<file path="src/rtl/hnm_hit_readout_pkg.sv">
// Shared HNM geometry and readout state encoding, common to the storage and readout blocks.
package hnm_hit_readout_pkg;

  localparam int ROWINDEXBITS_HNM = 7;
  localparam int COLINDEXBITS_HNM = 5;
  localparam int NROWS_HNM        = 1 << ROWINDEXBITS_HNM;
  localparam int NCOLS_HNM        = 1 << COLINDEXBITS_HNM;
  localparam int ADDRESSBITS      = ROWINDEXBITS_HNM + COLINDEXBITS_HNM;

  typedef enum logic [2:0] {
    ST_IDLE  = 3'd0,
    ST_FETCH = 3'd1,
    ST_WAIT  = 3'd2,
    ST_SCAN  = 3'd3,
    ST_DONE  = 3'd4
  } state_t;

  function automatic logic [ADDRESSBITS-1:0] hit_address(
    input logic [ROWINDEXBITS_HNM-1:0] row,
    input logic [COLINDEXBITS_HNM-1:0] col
  );
    return {row, col};
  endfunction

endpackage

</file>
<file path="src/rtl/hnm_lowest_bit_encoder.sv">
// Combinational lowest-set-bit encoder: index of the least significant 1 and a nonzero flag.
module hnm_lowest_bit_encoder
  import hnm_hit_readout_pkg::*;
#(
  parameter int WIDTH     = NCOLS_HNM,
  parameter int INDEXBITS = COLINDEXBITS_HNM
) (
  input  logic [WIDTH-1:0]     bits,
  output logic [INDEXBITS-1:0] index,
  output logic                 nonzero
);

  // Isolate the lowest set bit as a one-hot word, then OR-reduce per index bit.
  logic [WIDTH-1:0] lowest;
  assign lowest  = bits & (~bits + 1'b1);
  assign nonzero = |bits;

  generate
    for (genvar gi = 0; gi < INDEXBITS; gi++) begin : g_index
      logic [WIDTH-1:0] mask;
      always_comb begin
        mask = '0;
        for (int c = 0; c < WIDTH; c++) begin
          mask[c] = c[gi];
        end
      end
      assign index[gi] = |(lowest & mask);
    end
  endgenerate

endmodule

</file>
<file path="src/rtl/hnm_hit_readout.sv">
// Sweeps the HNM bitmap row by row and streams every set bit as a {row, col} hit address.
// Optional HNM_CLEAR_ON_READ_EN: zero each row through the write port as the sweep leaves it.
module hnm_hit_readout
  import hnm_hit_readout_pkg::*;
(
  input  logic                        clock,
  input  logic                        reset,
  input  logic                        startRead,
  output logic                        busy,
  output logic                        done,
  output logic [ROWINDEXBITS_HNM-1:0] memReadRowIndex,
  input  logic [NCOLS_HNM-1:0]        memReadData,
  output logic                        memWriteEnable,
  output logic [ROWINDEXBITS_HNM-1:0] memWriteRowIndex,
  output logic [NCOLS_HNM-1:0]        memWriteData,
  output logic [ADDRESSBITS-1:0]      address,
  output logic                        addressValid,
  input  logic                        addressReady,
  output logic [ADDRESSBITS:0]        hitCount
);

  localparam logic [ROWINDEXBITS_HNM-1:0] ROW_LAST = ROWINDEXBITS_HNM'(NROWS_HNM - 1);

  state_t                        state_reg, state_next;
  logic [ROWINDEXBITS_HNM-1:0]   row_reg, row_next;
  logic [NCOLS_HNM-1:0]          buf_reg, buf_next;
  logic [ADDRESSBITS:0]          count_reg, count_next;
  logic [COLINDEXBITS_HNM-1:0]   col;
  logic                          nonzero;

  hnm_lowest_bit_encoder u_encoder (
    .bits    (buf_reg),
    .index   (col),
    .nonzero (nonzero)
  );

  always_ff @(posedge clock or posedge reset) begin
    if (reset) begin
      state_reg <= ST_IDLE;
      row_reg   <= '0;
      buf_reg   <= '0;
      count_reg <= '0;
    end else begin
      state_reg <= state_next;
      row_reg   <= row_next;
      buf_reg   <= buf_next;
      count_reg <= count_next;
    end
  end

  always_comb begin
    state_next = state_reg;
    row_next   = row_reg;
    buf_next   = buf_reg;
    count_next = count_reg;
    case (state_reg)
      ST_IDLE: begin
        if (startRead) begin
          state_next = ST_FETCH;
          row_next   = '0;
          count_next = '0;
        end
      end
      ST_FETCH: state_next = ST_WAIT;
      ST_WAIT: begin
        buf_next   = memReadData;
        state_next = ST_SCAN;
      end
      ST_SCAN: begin
        if (nonzero) begin
          // x & (x-1) drops exactly the lowest set bit, i.e. the hit just accepted.
          if (addressReady) begin
            buf_next   = buf_reg & (buf_reg - 1'b1);
            count_next = count_reg + 1'b1;
          end
        end else if (row_reg == ROW_LAST) begin
          state_next = ST_DONE;
        end else begin
          row_next   = row_reg + 1'b1;
          state_next = ST_FETCH;
        end
      end
      ST_DONE: state_next = ST_IDLE;
      default: state_next = ST_IDLE;
    endcase
  end

  assign busy            = (state_reg != ST_IDLE);
  assign done            = (state_reg == ST_DONE);
  assign memReadRowIndex = row_reg;
  assign addressValid    = (state_reg == ST_SCAN) && nonzero;
  assign address         = addressValid ? hit_address(row_reg, col) : '0;
  assign hitCount        = count_reg;
  assign memWriteData    = '0;

`ifdef HNM_CLEAR_ON_READ_EN
  assign memWriteEnable   = (state_reg == ST_SCAN) && !nonzero;
  assign memWriteRowIndex = row_reg;
`else
  assign memWriteEnable   = 1'b0;
  assign memWriteRowIndex = '0;
`endif

endmodule

</file>
<file path="config.mk">
export PLATFORM = sky130hd
export DESIGN_NAME = hnm_hit_readout
export DESIGN_NICKNAME = d
export VERILOG_FILES = /design/src/rtl/hnm_hit_readout_pkg.sv /design/src/rtl/hnm_lowest_bit_encoder.sv /design/src/rtl/hnm_hit_readout.sv
export SDC_FILE = /design/constraint.sdc
export NUM_CORES = 1
export LEC_CHECK = 0
export BUFFER_PORTS_ARGS = -buffer_cell sky130_fd_sc_hd__buf_2
export CAP_MARGIN = 15
export CORE_MARGIN = 2
export CORE_UTILIZATION = 53
export CTS_CLUSTER_SIZE = 40
export DETAILED_ROUTE_END_ITERATION = 8
export GPL_ROUTABILITY_DRIVEN = 0
export HOLD_SLACK_MARGIN = 0.12
export PLACE_DENSITY = 0.91
export REMOVE_ABC_BUFFERS = 1
export SKIP_LAST_GASP = 1
export SLEW_MARGIN = 5
export SYNTH_ARGS = -nofsm -noshare
export SYNTH_HDL_FRONTEND = slang
export SYNTH_HIERARCHICAL = 1
export SYNTH_SLANG_ARGS = --single-unit
</file>
<file path="constraint.sdc">
create_clock -name clock -period 8.3 [get_ports clock]
set_clock_uncertainty 0.2 [all_clocks]
set_input_delay 1.66 -clock clock [delete_from_list [all_inputs] [get_ports clock]]
set_output_delay 1.66 -clock clock [all_outputs]
set_load 0.005 [all_outputs]
</file>
==> results.toml <==
[run_status]
status = "finished clean"

[floorplanning]
num_rows = 31
die_h_microns = 89.7
dieArea_sq_um = 8040
core-area_sq_um = 7180
die_w_microns = 89.7
ios = 111
initial_utilization_pct = 54.2

[yosys]
synthDominantCellAreaShare_pct = 35.4
synth_most_common_cell = "dfrtp_1"
synth-seq-area-share_pct = 35.4
synth_edf_count = 0
synthTopCellsByCount = "dfrtp_1, nand2_1, buf_4"
yosys.area.top_type = "dfrtp_1"
syn_inst = 445
synth_top_cells_by_area = "dfrtp_1, buf_4, nand2_1, nor4_4, nor2_1"
synthArstFlopShare_pct = 100
syn_area_per_cell_sq_um = 8.74
ys.flop_type = "dfrtp_1"
synth_cell_types = 65
ys_warn_count = 6
syn_area_sq_um = 3890
synth_seq_cells = 55

[power_and_ir_drop]
power_leakage_nw = 1.90
p_sw_share_pct = 46.7
peakVddDrop_mv = 0.178
pwr-share-clk_pct = 14.3
p_int_w = 0.000802
p_seq_share_pct = 33.1
pwr-share-comb_pct = 52.7
power.density_nw_per_um2 = 350
power.total_w = 0.00150
p_switching_w = 0.000702

[clocking]
cts_tree = "yes"
cts_buffers = 5
clock_latency_ps = 320
cts.hold.buffers_added = 0
numClockSinks = 55
post_cts_buffers = 0
clock_path_buffers = 2
ctsRootBufferMaster = "clkbuf_8"
htreeDepth = 2
cts_resized = 0
clkSlewWorstSetupHoldPaths_ps = 110

[sta]
finalHoldViolCount = 0
finalMaxSlewViolations = 0
finalSetupTns_ps = 0
slew_headroom_pct = 31.0
rsz0062_at_grt = "no"
finalSetupViolCount = 0
post-route-min-period_ps = 4830
timing.final.crit_share_pct = 58.2
timing_worst_slew_pin_value_ps = 1030
max_freq_ghz = 0.207

[drt]
first_iter_violations = 230
vias_per_cell = 6.06
antenna_left = 0
vias = 3660
routedWlPerCell_microns = 16.2
drt-total-wl_mm = 9.81
drt_first_pass_iters = 5
drc = 0

[worst_setup_path]
worstSetupStartpointType = "flip-flop"
crit_fanout = 14
regToRegSetupSlack_ps = 4640
path_class = "reg2out"
critPathRequiredTime_ps = 6440
cp-end-kind = "output port"
cp_data_arrival_time_ps = 2970

[grt]
antenna_found_initial = 0
grt_pass1_vias = 3199
grt-ovfl-total = 0
grt_max_degree = 56
grt_pass1_wl_mm = 15.3
track_usage_pct = 24.1

[hold_path]
hold_class = "reg2reg"

[finish]
area_growth_syn_to_layout_pct = 10.4
seqCellArea_sq_um = 1380
multi_input_area_sq_um = 2250
fill_cells = 638
drive_above_1_share_pct = 20.2
antennaDiodeCount = 0
largest_reg_flops = 32
nets = 542

[place]
hpwl_mm = 6.82
io_buffers = 70

[flow_run]
maxCapViolations = 0
==> final cells by class <==
cell class / instances / share of cell area [%]
Clock buffer: 6 / 1.69
Clock inverter: 2 / 1.40
Inverter: 10 / 0.874
Multi-Input combinational cell: 360 / 52.4
Sequential cell: 55 / 32.1
Tap cell: 99 / 2.88
Timing Repair Buffer: 72 / 8.74
==> metal layers <==
layer / vias to the layer above / global-route usage [%] / wire, microns
met5: - / 0 / 0
met4: 0 / 7.87 / 170
met3: 16 / 2.65 / 768
met2: 198 / 40.5 / 4790
met1: 1750 / 32.7 / 4080
li1: 1696 / - / -
==> metrics by stage <==
step / instances / utilization (%) / hold WS (ps) / instance area [sq um] / setup WS, ps
4_1_cts: 602 / 59.5 / 351 / 4270 / 3510
6_report: 604 / 59.8 / 352 / 4290 / 3470
3_5_place_dp: 594 / 57.6 / 336 / 4140 / 3880
3_3_place_gp: 594 / 57.6 / 322 / 4140 / 4020
2_1_floorplan: 425 / - / 306 / 3650 / 4310
5_1_grt: 604 / 59.8 / 378 / 4290 / 3340
==> critical path: stages, from the launching register on <==
cell and delay (ps):
dfrtp_1 500, nor4_4 380, nand4_1 240, nor2_4 240
nand2_2 90, or3_1 440, and3_1 390, and2_1 260
buf_2 120
==> layout by cell type, fill, tap and decap left out, drive strengths merged, types with 4 or more instances in the layout <==
master / instances
dfrtp: 55
a22oi: 7
a21oi: 10
o41ai: 9
clkbuf: 6
mux2i: 9
nor2: 29
conb: 40
or3: 5
nor3b: 5
nand2: 55
nor2b: 5
and3: 4
a22o: 7
o31ai: 7
inv: 10
or2: 4
nor4: 14
nand4: 9
or4: 11
and2: 13
nor4b: 5
a31oi: 6
nand3: 14
buf: 72
a211oi: 4
o21ai: 26
nand2b: 7
nor3: 10
o211ai: 10
==> final timing paths <==
check / startpoint / end / cells past startpoint
worst max-delay path: buf_reg[13]$_DFFE_PP0P_ / address[5] / 8
max in group asynchronous: reset / buf_reg[1]$_DFFE_PP0P_ / 3
min in group asynchronous: reset / buf_reg[9]$_DFFE_PP0P_ / 2
worst max register to register: buf_reg[13]$_DFFE_PP0P_ / buf_reg[23]$_DFFE_PP0P_ / 9
worst min register to register: hitCount[11]$_DFFE_PP0P_ / hitCount[11]$_DFFE_PP0P_ / 2
worst min-delay path: hitCount[11]$_DFFE_PP0P_ / hitCount[11]$_DFFE_PP0P_ / 2
==> cells by family after synthesis <==
| group | synth area share [%] |
|---|---|
| adders and majority gates | 0.643 |
| other | 0.0964 |
| AOI/OAI and AO/OA | 19.4 |
| and+or+nand+nor | 30.1 |
| xor gates and xnor gates | 1.13 |
| buffers and inverters | 10.9 |
| DFF | 35.4 |
| muxes | 2.32 |
==> power by group through the flow <==
stage	Sequential (W)	Combinational (W)	Clock [W]
floorplan	0.000462	0.000554	0
global placement	0.000486	0.000751	0
detailed placement	0.000497	0.000776	0
CTS	0.000493	0.000782	0.000213
global route	0.000511	0.000870	0.000225
finish	0.000497	0.000792	0.000215
Power figures use the tool's default switching activity.
